$ cat src/rtl/xbus_copy_master_pkg.sv
// Shared bus geometry for the select-based peripheral bus: widths, region
// bases and a helper to classify an address into the unmapped hole.
package xbus_copy_master_pkg;

    localparam int ADDR_W     = 13;
    localparam int DATA_W     = 32;
    localparam int LEN_W      = 10;

    // Low address bits decoded inside one select region; the bits above
    // them pick the region.
    localparam int SEL_ADDR_W = 11;

    localparam logic [ADDR_W-1:0] MEM_BASE  = 13'h0000;
    localparam logic [ADDR_W-1:0] IO_BASE   = 13'h0800;
    localparam logic [ADDR_W-1:0] HOLE_BASE = 13'h1000;
    localparam logic [ADDR_W-1:0] ROM_BASE  = 13'h1800;

    // True when the address falls in the region the decoder traps on.
    function automatic logic in_hole(input logic [ADDR_W-1:0] a);
        return a[ADDR_W-1:SEL_ADDR_W] == HOLE_BASE[ADDR_W-1:SEL_ADDR_W];
    endfunction

endpackage

$ cat src/rtl/xbus_copy_master_if.sv
// Select-based peripheral bus as seen between one initiator and the
// address decoder.
interface xbus_copy_master_if #(
    parameter int ADDR_W = xbus_copy_master_pkg::ADDR_W,
    parameter int DATA_W = xbus_copy_master_pkg::DATA_W
);

    logic [ADDR_W-1:0] addr;
    logic              sel;
    logic              we;
    logic [DATA_W-1:0] data_to_wr;
    logic [DATA_W-1:0] data_to_rd;
    logic              trap;

    modport master (
        output addr, sel, we, data_to_wr,
        input  data_to_rd, trap
    );

    modport slave (
        input  addr, sel, we, data_to_wr,
        output data_to_rd, trap
    );

endinterface

$ cat src/rtl/xbus_copy_master.sv
// Block-copy bus initiator: copies len words from src_addr to dst_addr,
// one read -> capture -> write sequence per word, aborting on a decoder trap.
module xbus_copy_master #(
    parameter int ADDR_W = xbus_copy_master_pkg::ADDR_W,
    parameter int DATA_W = xbus_copy_master_pkg::DATA_W,
    parameter int LEN_W  = xbus_copy_master_pkg::LEN_W
) (
    input  logic               clk,
    input  logic               rst_n,
    input  logic               start,
    input  logic [ADDR_W-1:0]  src_addr,
    input  logic [ADDR_W-1:0]  dst_addr,
    input  logic [LEN_W-1:0]   len,
    output logic               busy,
    output logic               done,
    output logic               err,
    xbus_copy_master_if.master bus
);

    typedef enum logic [2:0] {
        ST_IDLE,
        ST_RD,
        ST_CAP,
        ST_WR,
        ST_FIN
    } state_t;

    state_t            state;
    logic [ADDR_W-1:0] src_ptr;
    logic [ADDR_W-1:0] dst_ptr;
    logic [LEN_W-1:0]  remaining;

    // Sequencer: every bus output is loaded on the edge that enters the
    // state it belongs to, so the bus sees only flop outputs. data_to_wr
    // doubles as the word buffer between the read and the write.
    always_ff @(posedge clk) begin
        // NOTE: reset is sampled inside the clocked block, so a transfer in
        // flight is dropped at the very edge rst_n is seen low.
        if (!rst_n) begin
            state          <= ST_IDLE;
            src_ptr        <= '0;
            dst_ptr        <= '0;
            remaining      <= '0;
            busy           <= 1'b0;
            done           <= 1'b0;
            err            <= 1'b0;
            bus.addr       <= '0;
            bus.sel        <= 1'b0;
            bus.we         <= 1'b0;
            bus.data_to_wr <= {DATA_W{1'b0}};
        end else begin
            // NOTE: non-blocking assignments throughout, so every branch
            // reads the pre-edge value of state, pointers and counter.
            done <= 1'b0;
            case (state)
                ST_IDLE: begin
                    if (start) begin
                        err  <= 1'b0;
                        busy <= 1'b1;
                        if (len != '0) begin
                            src_ptr   <= src_addr;
                            dst_ptr   <= dst_addr;
                            remaining <= len;
                            bus.addr  <= src_addr;
                            bus.sel   <= 1'b1;
                            bus.we    <= 1'b0;
                            state     <= ST_RD;
                        end else begin
                            // Empty copy: report completion without touching the bus.
                            state <= ST_FIN;
                        end
                    end
                end

                ST_RD: begin
                    bus.sel <= 1'b0;
                    if (bus.trap) begin
                        err   <= 1'b1;
                        state <= ST_FIN;
                    end else begin
                        state <= ST_CAP;
                    end
                end

                ST_CAP: begin
                    bus.data_to_wr <= bus.data_to_rd;
                    bus.addr       <= dst_ptr;
                    bus.sel        <= 1'b1;
                    bus.we         <= 1'b1;
                    state          <= ST_WR;
                end

                ST_WR: begin
                    bus.sel <= 1'b0;
                    bus.we  <= 1'b0;
                    if (bus.trap) begin
                        err   <= 1'b1;
                        state <= ST_FIN;
                    end else begin
                        // Pointers wrap modulo 2^ADDR_W by construction.
                        src_ptr   <= src_ptr + 1'b1;
                        dst_ptr   <= dst_ptr + 1'b1;
                        remaining <= remaining - 1'b1;
                        if (remaining == LEN_W'(1)) begin
                            state <= ST_FIN;
                        end else begin
                            bus.addr <= src_ptr + 1'b1;
                            bus.sel  <= 1'b1;
                            state    <= ST_RD;
                        end
                    end
                end

                ST_FIN: begin
                    busy  <= 1'b0;
                    done  <= 1'b1;
                    state <= ST_IDLE;
                end

                default: begin
                    state <= ST_IDLE;
                end
            endcase
        end
    end

endmodule

$ cat src/flat_wrapper.sv
// flat-port wrapper written by rule: the top's interface ports become plain ports
module xbus_copy_master_flat 
#(
    parameter int ADDR_W = xbus_copy_master_pkg::ADDR_W,
    parameter int DATA_W = xbus_copy_master_pkg::DATA_W,
    parameter int LEN_W  = xbus_copy_master_pkg::LEN_W
)
  (clk, rst_n, start, src_addr, dst_addr, len, busy, done, err, bus_addr, bus_sel, bus_we, bus_data_to_wr, bus_data_to_rd, bus_trap);
  xbus_copy_master_if #(.ADDR_W(ADDR_W), .DATA_W(DATA_W)) bus_i ();
  input  logic clk;
  input  logic rst_n;
  input  logic start;
  input  logic [ADDR_W-1:0] src_addr;
  input  logic [ADDR_W-1:0] dst_addr;
  input  logic [LEN_W-1:0] len;
  output logic busy;
  output logic done;
  output logic err;
  output wire logic [$bits(bus_i.addr)-1:0] bus_addr;
  output wire logic [$bits(bus_i.sel)-1:0] bus_sel;
  output wire logic [$bits(bus_i.we)-1:0] bus_we;
  output wire logic [$bits(bus_i.data_to_wr)-1:0] bus_data_to_wr;
  input wire logic [$bits(bus_i.data_to_rd)-1:0] bus_data_to_rd;
  input wire logic [$bits(bus_i.trap)-1:0] bus_trap;
  assign bus_addr = bus_i.addr;
  assign bus_sel = bus_i.sel;
  assign bus_we = bus_i.we;
  assign bus_data_to_wr = bus_i.data_to_wr;
  assign bus_i.data_to_rd = bus_data_to_rd;
  assign bus_i.trap = bus_trap;
  xbus_copy_master #(.ADDR_W(ADDR_W), .DATA_W(DATA_W), .LEN_W(LEN_W)) u_core (.clk(clk), .rst_n(rst_n), .start(start), .src_addr(src_addr), .dst_addr(dst_addr), .len(len), .busy(busy), .done(done), .err(err), .bus(bus_i));
endmodule
$ cat config.mk
export PLATFORM = sky130hd
export DESIGN_NAME = xbus_copy_master_flat
export DESIGN_NICKNAME = d
export VERILOG_FILES = /design/src/rtl/xbus_copy_master_pkg.sv /design/src/rtl/xbus_copy_master_if.sv /design/src/rtl/xbus_copy_master.sv /design/src/flat_wrapper.sv
export SDC_FILE = /design/constraint.sdc
export NUM_CORES = 1
export LEC_CHECK = 0
export BUFFER_PORTS_ARGS = -buffer_cell sky130_fd_sc_hd__buf_2
export CORE_MARGIN = 2
export CORE_UTILIZATION = 25
export CTS_CLUSTER_DIAMETER = 80
export DETAILED_ROUTE_END_ITERATION = 12
export SLEW_MARGIN = 20
export SYNTH_ARGS = -nofsm -noshare
export SYNTH_HDL_FRONTEND = slang
export SYNTH_SLANG_ARGS = --single-unit
$ cat constraint.sdc
create_clock -name clk -period 1.85 [get_ports clk]
set_clock_uncertainty 0.15 [all_clocks]
set_input_delay 0.0925 -clock clk [delete_from_list [all_inputs] [get_ports clk]]
set_output_delay 0.0925 -clock clk [all_outputs]
set_load 0.02 [all_outputs]
-- Yosys cells after proc, flatten, opt, wreduce, memory -nomap -nowiden
Cells that the tools add are included.
- bits in registers: 89
- input port bits: 72
- output and inout bits: 50
- logic and storage cells: 73
- $add $sub $neg: 3
- equality and inequality tests: 10
- multiplexer cells: 35
- reductions and logical operators: 14
- operators by type and width (cell ; count):
    $mux W13 ; 8
    $pmux W13 S2 ; 2
    $pmux W13 S3 ; 1
    $mux W10 ; 3
    $add A13 B1 Y13 const B ; 2
    $pmux W10 S2 ; 1
    $mux W3 ; 5
    $pmux W3 S4 ; 1
    $eq A10 B1 Y1 const B ; 1
    $mux W1 ; 10
    $reduce_bool A10 Y1 ; 1
    $sub A10 B1 Y10 const B ; 1
    $reduce_and A3 Y1 ; 3
    $eq A3 B2 Y1 const B ; 2
    $ne A2 B2 Y1 const B ; 3
    $reduce_bool A2 Y1 ; 3
    $reduce_and A5 Y1 ; 1
    $ne A2 B1 Y1 const B ; 2
    $pmux W1 S2 ; 2
    $pmux W1 S4 ; 1
    $reduce_and A4 Y1 ; 1
    $reduce_bool A4 Y1 ; 1
    $eq A3 B1 Y1 const B ; 1
    $eq A3 B3 Y1 const B ; 1
    other kinds (5) ; 5

-- Logic depth before layout (Yosys ltp)
- word-level depth: 4
- depth in mapped cells: 8
- gate-level depth less buffers: 7

-- Least setup slack after synthesis
Ideal clock, no wire load.
- kind: register to register
- from: reg u_core.src_ptr[1]
- to: reg u_core.src_ptr[12]
- library setup time: 0.132 ns
- data arrival time: 1.547 ns
- required time: 1.568 ns
- setup slack: 0.021 ns
- stages on the path, launching flop included: 7
- path buffers: 0
- period minus slack after synthesis: 1.829 ns
- cells stage by stage: dfxtp_1 > ha_1 > nand4_1 > or4_1 > and2_1 > o21ai_0 > a21oi_1
- longest elaborated chain between the ends: 3
- RTL lines (item ; line ; text):
    start: declaration ; xbus_copy_master.sv:29 ; logic [ADDR_W-1:0] src_ptr;
    start signal: assignment ; xbus_copy_master.sv:61 ; src_ptr <= src_addr;
    start signal: assignment ; xbus_copy_master.sv:101 ; src_ptr <= src_ptr + 1'b1;
    $add A13 B1 Y13 ; xbus_copy_master.sv:101 ;
    $mux W13 ; xbus_copy_master.sv:96 ; if (bus.trap) begin
    $pmux W13 S2 ; xbus_copy_master.sv:55 ; case (state)
Every way passes these cells. The select of a mux whose other input is x is not followed.
A chain may end at the register's enable or synchronous reset.

-- Worst setup path in the final report
- from: reg u_core.state[0]
- to: reg u_core.remaining[3]
- longest elaborated chain between the ends: 3
- elaborated cells between the ends (all ways): 8
- those cells by class: eq/ne (4); mux (1); reduce/logical (3)
- RTL lines (item ; line ; text):
    start: declaration ; xbus_copy_master.sv:28 ; state_t state;
    start signal: assignment ; xbus_copy_master.sv:40 ; state <= ST_IDLE;
    start signal: assignment ; xbus_copy_master.sv:67 ; state <= ST_RD;
    start signal: assignment ; xbus_copy_master.sv:70 ; state <= ST_FIN;
    $eq A3 B2 Y1 / $logic_not A3 Y1 (equally long branches) ; xbus_copy_master.sv:55 ;
    $ne A2 B2 Y1 (no line), or another cell as far along ; - ;
    $reduce_and A4 Y1 (no line) ; - ;
    end signal: assignment ; xbus_copy_master.sv:63 ; remaining <= len;
    end signal: assignment ; xbus_copy_master.sv:103 ; remaining <= remaining - 1'b1;
    end: declaration ; xbus_copy_master.sv:31 ; logic [LEN_W-1:0] remaining;
Several ways; a longest one is shown, not always the timed one.

==> summary.txt <==
Run status
  – Outcome: complete, but fails checks
  – Failing checks: setup timing

Power and ir drop
  – Design Power: 5.47 mW
  – Leak: 3.09 nW
  – Sw Pwr: 1.57 mW
  – Cell Pwr Density: 746 nW/um^2
  – Worst vdd ir: ~0.45 mV
  – Gate power share: 0.249
  – Clock network fraction of total power: 0.359
  – Internal power: 3.89 mW
  – Switching Fraction: 0.288
  – Sequential share of power: 0.392

Drt
  – Drt total wl: 16.2 mm
  – 1st-iter DRT viols: 354
  – Pre-antenna DRT Iters: 5
  – Vias: 5364
  – Post-route ant nets: 0
  – Drt wl/cell: 14.8 um
  – Vias/cell: 4.90
  – Remaining DRCs: 0

Synthesis
  – Synth Register Bits: 89
  – Synthesized instance count: slightly above 600
  – Synthesized area: 4540 sq um
  – Post-synth ARST share: 0
  – Synth cell types: 59
  – Number of flops mapped to enable cells by yosys: 0
  – Synth Warn #: 0
  – Syn_area_per_cell: 7.37 sq um
  – Post-synth top flop: dfxtp_1
  – Register area share after synthesis: 0.393
  – Total nets after synthesis: a little under 700

Global route
  – Largest net degree at the start of global routing: 37
  – All-Layer GR Usage: 0.165
  – Initial antenna violation count: 0
  – Remaining global-route overflow: 0
  – Vias in the first global route: 5088
  – First-pass GRT wire length: 25.5 mm

Placement
  – Post-Place Worst Slack: -0.235 ns
  – Post-DP HPWL: 11.0 mm
  – Placed cells: 1010
  – Area post-placement: 6030 sq um
  – IO buf count: roughly 120
  – Routability cong.: 0.848

Cells and area
  – Fillcell total: 1850
  – Finished Cell Area: 7320 sq um
  – Syn-to-layout area delta: 61.4%
  – Number of diodes: 0
  – Final #Nets: 937
  – Share of layout cells above drive strength 1: 0.341
  – Finished Core Util: 0.409
  – Finished Layout Cells: around 1.1k

Timing
  – Tmin final: 1.97 ns
  – Period utilisation layout: 1.07
  – Fin Setup TNS: -2.73 ns
  – Slew HR: 0.671
  – RSZ-0062 raised after global routing: true
  – Final Hold Vio Count: 0
  – Achievable frequency: ~510 MHz
  – Fin Hold WS: 0.0143 ns
  – Endpoints failing setup: 37
  – Fin. max-slew vios: 0
  – Worst slew pin tran: 0.492 ns
  – Setup WS post-layout: -0.121 ns

Floorplanning
  – I/O pin count: 122
  – Initial Util: 0.253
  – # rows: between 40 and 50
  – Die Height: approximately 140 um
  – Die area: 19200 sq um
  – Die width: 139 um
  – Core Region: 17900 sq um

Worst setup path
  – Crit path required time: a little under 2 ns
  – Critical path type: reg2reg
  – Beginning of the worst register-to-register path: u_core.state[0]
  – CP max FO: 5
  – Startpoint Class: flop
  – Arrival @ worst endpoint: 2.06 ns
  – Worst Setup SP: u_core.state[0]
  – Crit. End Element: flop

Clock tree
  – Clock Latency Late Sink: 0.35 ns
  – H-Tree Depth: 3
  – CTS tree: done
  – TritonCTS Buffers: 9
  – CTS Sinks: 89
  – Clk slew on worst S/H paths: 0.06 ns
  – Max clock buf depth: 2
  – Root Buffer Master: clkbuf_16

Hold path
  – Worst Min Path Start: dst_addr[2]
  – Hold crit path type: in2reg

Flow run
  – Max-cap check violation count: 0
[path summary, 6_finish.rpt]
kind,end,slack (ns),cells past startpoint
max reg2reg,u_core.remaining[3],-0.12,7
min reg2reg,u_core.bus.data_to_wr[2],0.30,2
min,u_core.dst_ptr[2],0.01,4
max,u_core.remaining[3],-0.12,7
[state kept, by name (all words and copies together), names as in the netlist]
name and cells:
u_core.state 3, u_core.bus.addr 13, u_core.bus.data_to_wr 32, u_core.bus.we 1, u_core.busy 1, u_core.err 1
u_core.dst_ptr 13, u_core.done 1, u_core.bus.sel 1, u_core.src_ptr 13, u_core.remaining 10
[Yosys cell counts, types with 2 or more instances]
cell type / n / area, sq um
a21boi_0: 2 / 15.0
o21ai_1: 2 / 10.0
dfxtp_1: 89 / 1780
a221oi_1: 3 / 26.3
o22ai_1: 4 / 25.0
inv_1: 7 / 26.3
a32oi_1: 2 / 17.5
xnor2_1: 4 / 35.0
a21oi_1: 88 / 440
nor3_1: 10 / 50.1
o21ai_0: 42 / 210
buf_4: 3 / 22.5
nor2_1: 48 / 180
a22o_1: 5 / 43.8
nand2b_1: 7 / 43.8
or2_2: 3 / 18.8
nor4_2: 4 / 50.1
clkbuf_1: 30 / 113
nor3b_1: 3 / 22.5
o31ai_1: 8 / 60.1
and2_1: 4 / 25.0
and3_1: 4 / 25.0
nor2b_1: 2 / 12.5
a31oi_1: 9 / 56.3
a211oi_1: 7 / 52.6
nand3b_1: 3 / 22.5
o41ai_1: 2 / 17.5
nand4_1: 4 / 25.0
a21o_1: 2 / 15.0
or3_1: 3 / 18.8
o21a_1: 4 / 30.0
buf_2: 8 / 40.0
ha_1: 4 / 50.1
and4_1: 2 / 17.5
nand2_1: 139 / 522
a32o_1: 2 / 20.0
xor2_1: 4 / 35.0
o211ai_1: 6 / 45.0
mux2i_1: 4 / 40.0
a311oi_2: 2 / 30.0
a311oi_1: 3 / 26.3
buf_1: 6 / 22.5
clkbuf_2: 2 / 10.0
nand3_1: 10 / 50.1
o32ai_1: 2 / 17.5
[final cells by class]
type / count / area, sq um / area share
repair buffers: 284 / 2190 / 0.299
multi-input cells: 470 / 2720 / 0.371
clock buffers: 9 / 225 / 0.0307
inverters: 7 / 26.3 / 0.00359
flip-flops and latches: 89 / 1790 / 0.245
clock inverters: 6 / 83.8 / 0.0114
well taps: 229 / 287 / 0.0391
[metal layers]
layer,vias to the layer above,global-route usage,routed length (um)
li1,2662,-,-
met1,2510,0.204,7090
met2,142,0.269,7610
met3,50,0.0335,708
met4,0,0.0904,818
met5,-,0,0
[power groups by stage]
stage	combinational [mW]	clock, mW	sequential [mW]
3_5_place_dp	1.07	0	2.18
4_1_cts	1.29	2.00	2.14
6_report	1.36	1.96	2.14
2_1_floorplan	0.489	0	2.24
3_3_place_gp	1.07	0	2.18
5_1_grt	1.47	2.07	2.16
[cells in the final DEF (no fill, tap or decap), types with 4 or more instances in the layout]
| cell | instances |
|---|---|
| nand2_1 | 139 |
| buf_2 | 121 |
| buf_4 | 85 |
| a21oi_1 | 83 |
| dfxtp_1 | 83 |
| dlygate4sd3_1 | 57 |
| nor2_1 | 46 |
| o21ai_1 | 19 |
| o21ai_0 | 19 |
| buf_12 | 11 |
| nand3_1 | 10 |
| clkbuf_16 | 10 |
| nand2b_1 | 7 |
| nor3_1 | 7 |
| o31ai_1 | 7 |
| buf_6 | 7 |
| inv_1 | 6 |
| o211ai_1 | 6 |
| a31oi_1 | 6 |
| o21ai_2 | 6 |
| a22o_1 | 5 |
| a21oi_2 | 5 |
| dfxtp_2 | 5 |
| nor4_2 | 4 |
| and3_1 | 4 |
| o22ai_1 | 4 |
| nand4_1 | 4 |
| o21a_1 | 4 |
| a211oi_2 | 4 |
| and2_1 | 4 |
| xor2_1 | 4 |
| mux2i_1 | 4 |
| xnor2_1 | 4 |
[timing repair]
item,CTS,global route
hold buffers,57,0
gates resized for setup,53,30
buffers inserted,5,4
gates cloned,2,1
endpoints found under the setup margin,49,49
pin swaps,14,2
hold endpoints to repair,65,0
[cell families after synthesis]
group                    synth area share
AO/OA/AOI/OAI                       0.265
XOR/XNOR                           0.0154
adder cells (fa/ha/maj)            0.0110
buffers and inverters              0.0541
flip-flops                          0.393
multiplexers                      0.00883
AND/OR/NAND/NOR                     0.253
[critical path: stages (launching register included)]
cell	delay [ns]
dfxtp_2	0.34
or4b_4	0.54
a31oi_4	0.17
or2_4	0.20
buf_12	0.11
buf_16	0.11
a21boi_2	0.05
o21a_1	0.19
(Power assumes the default switching activity.)
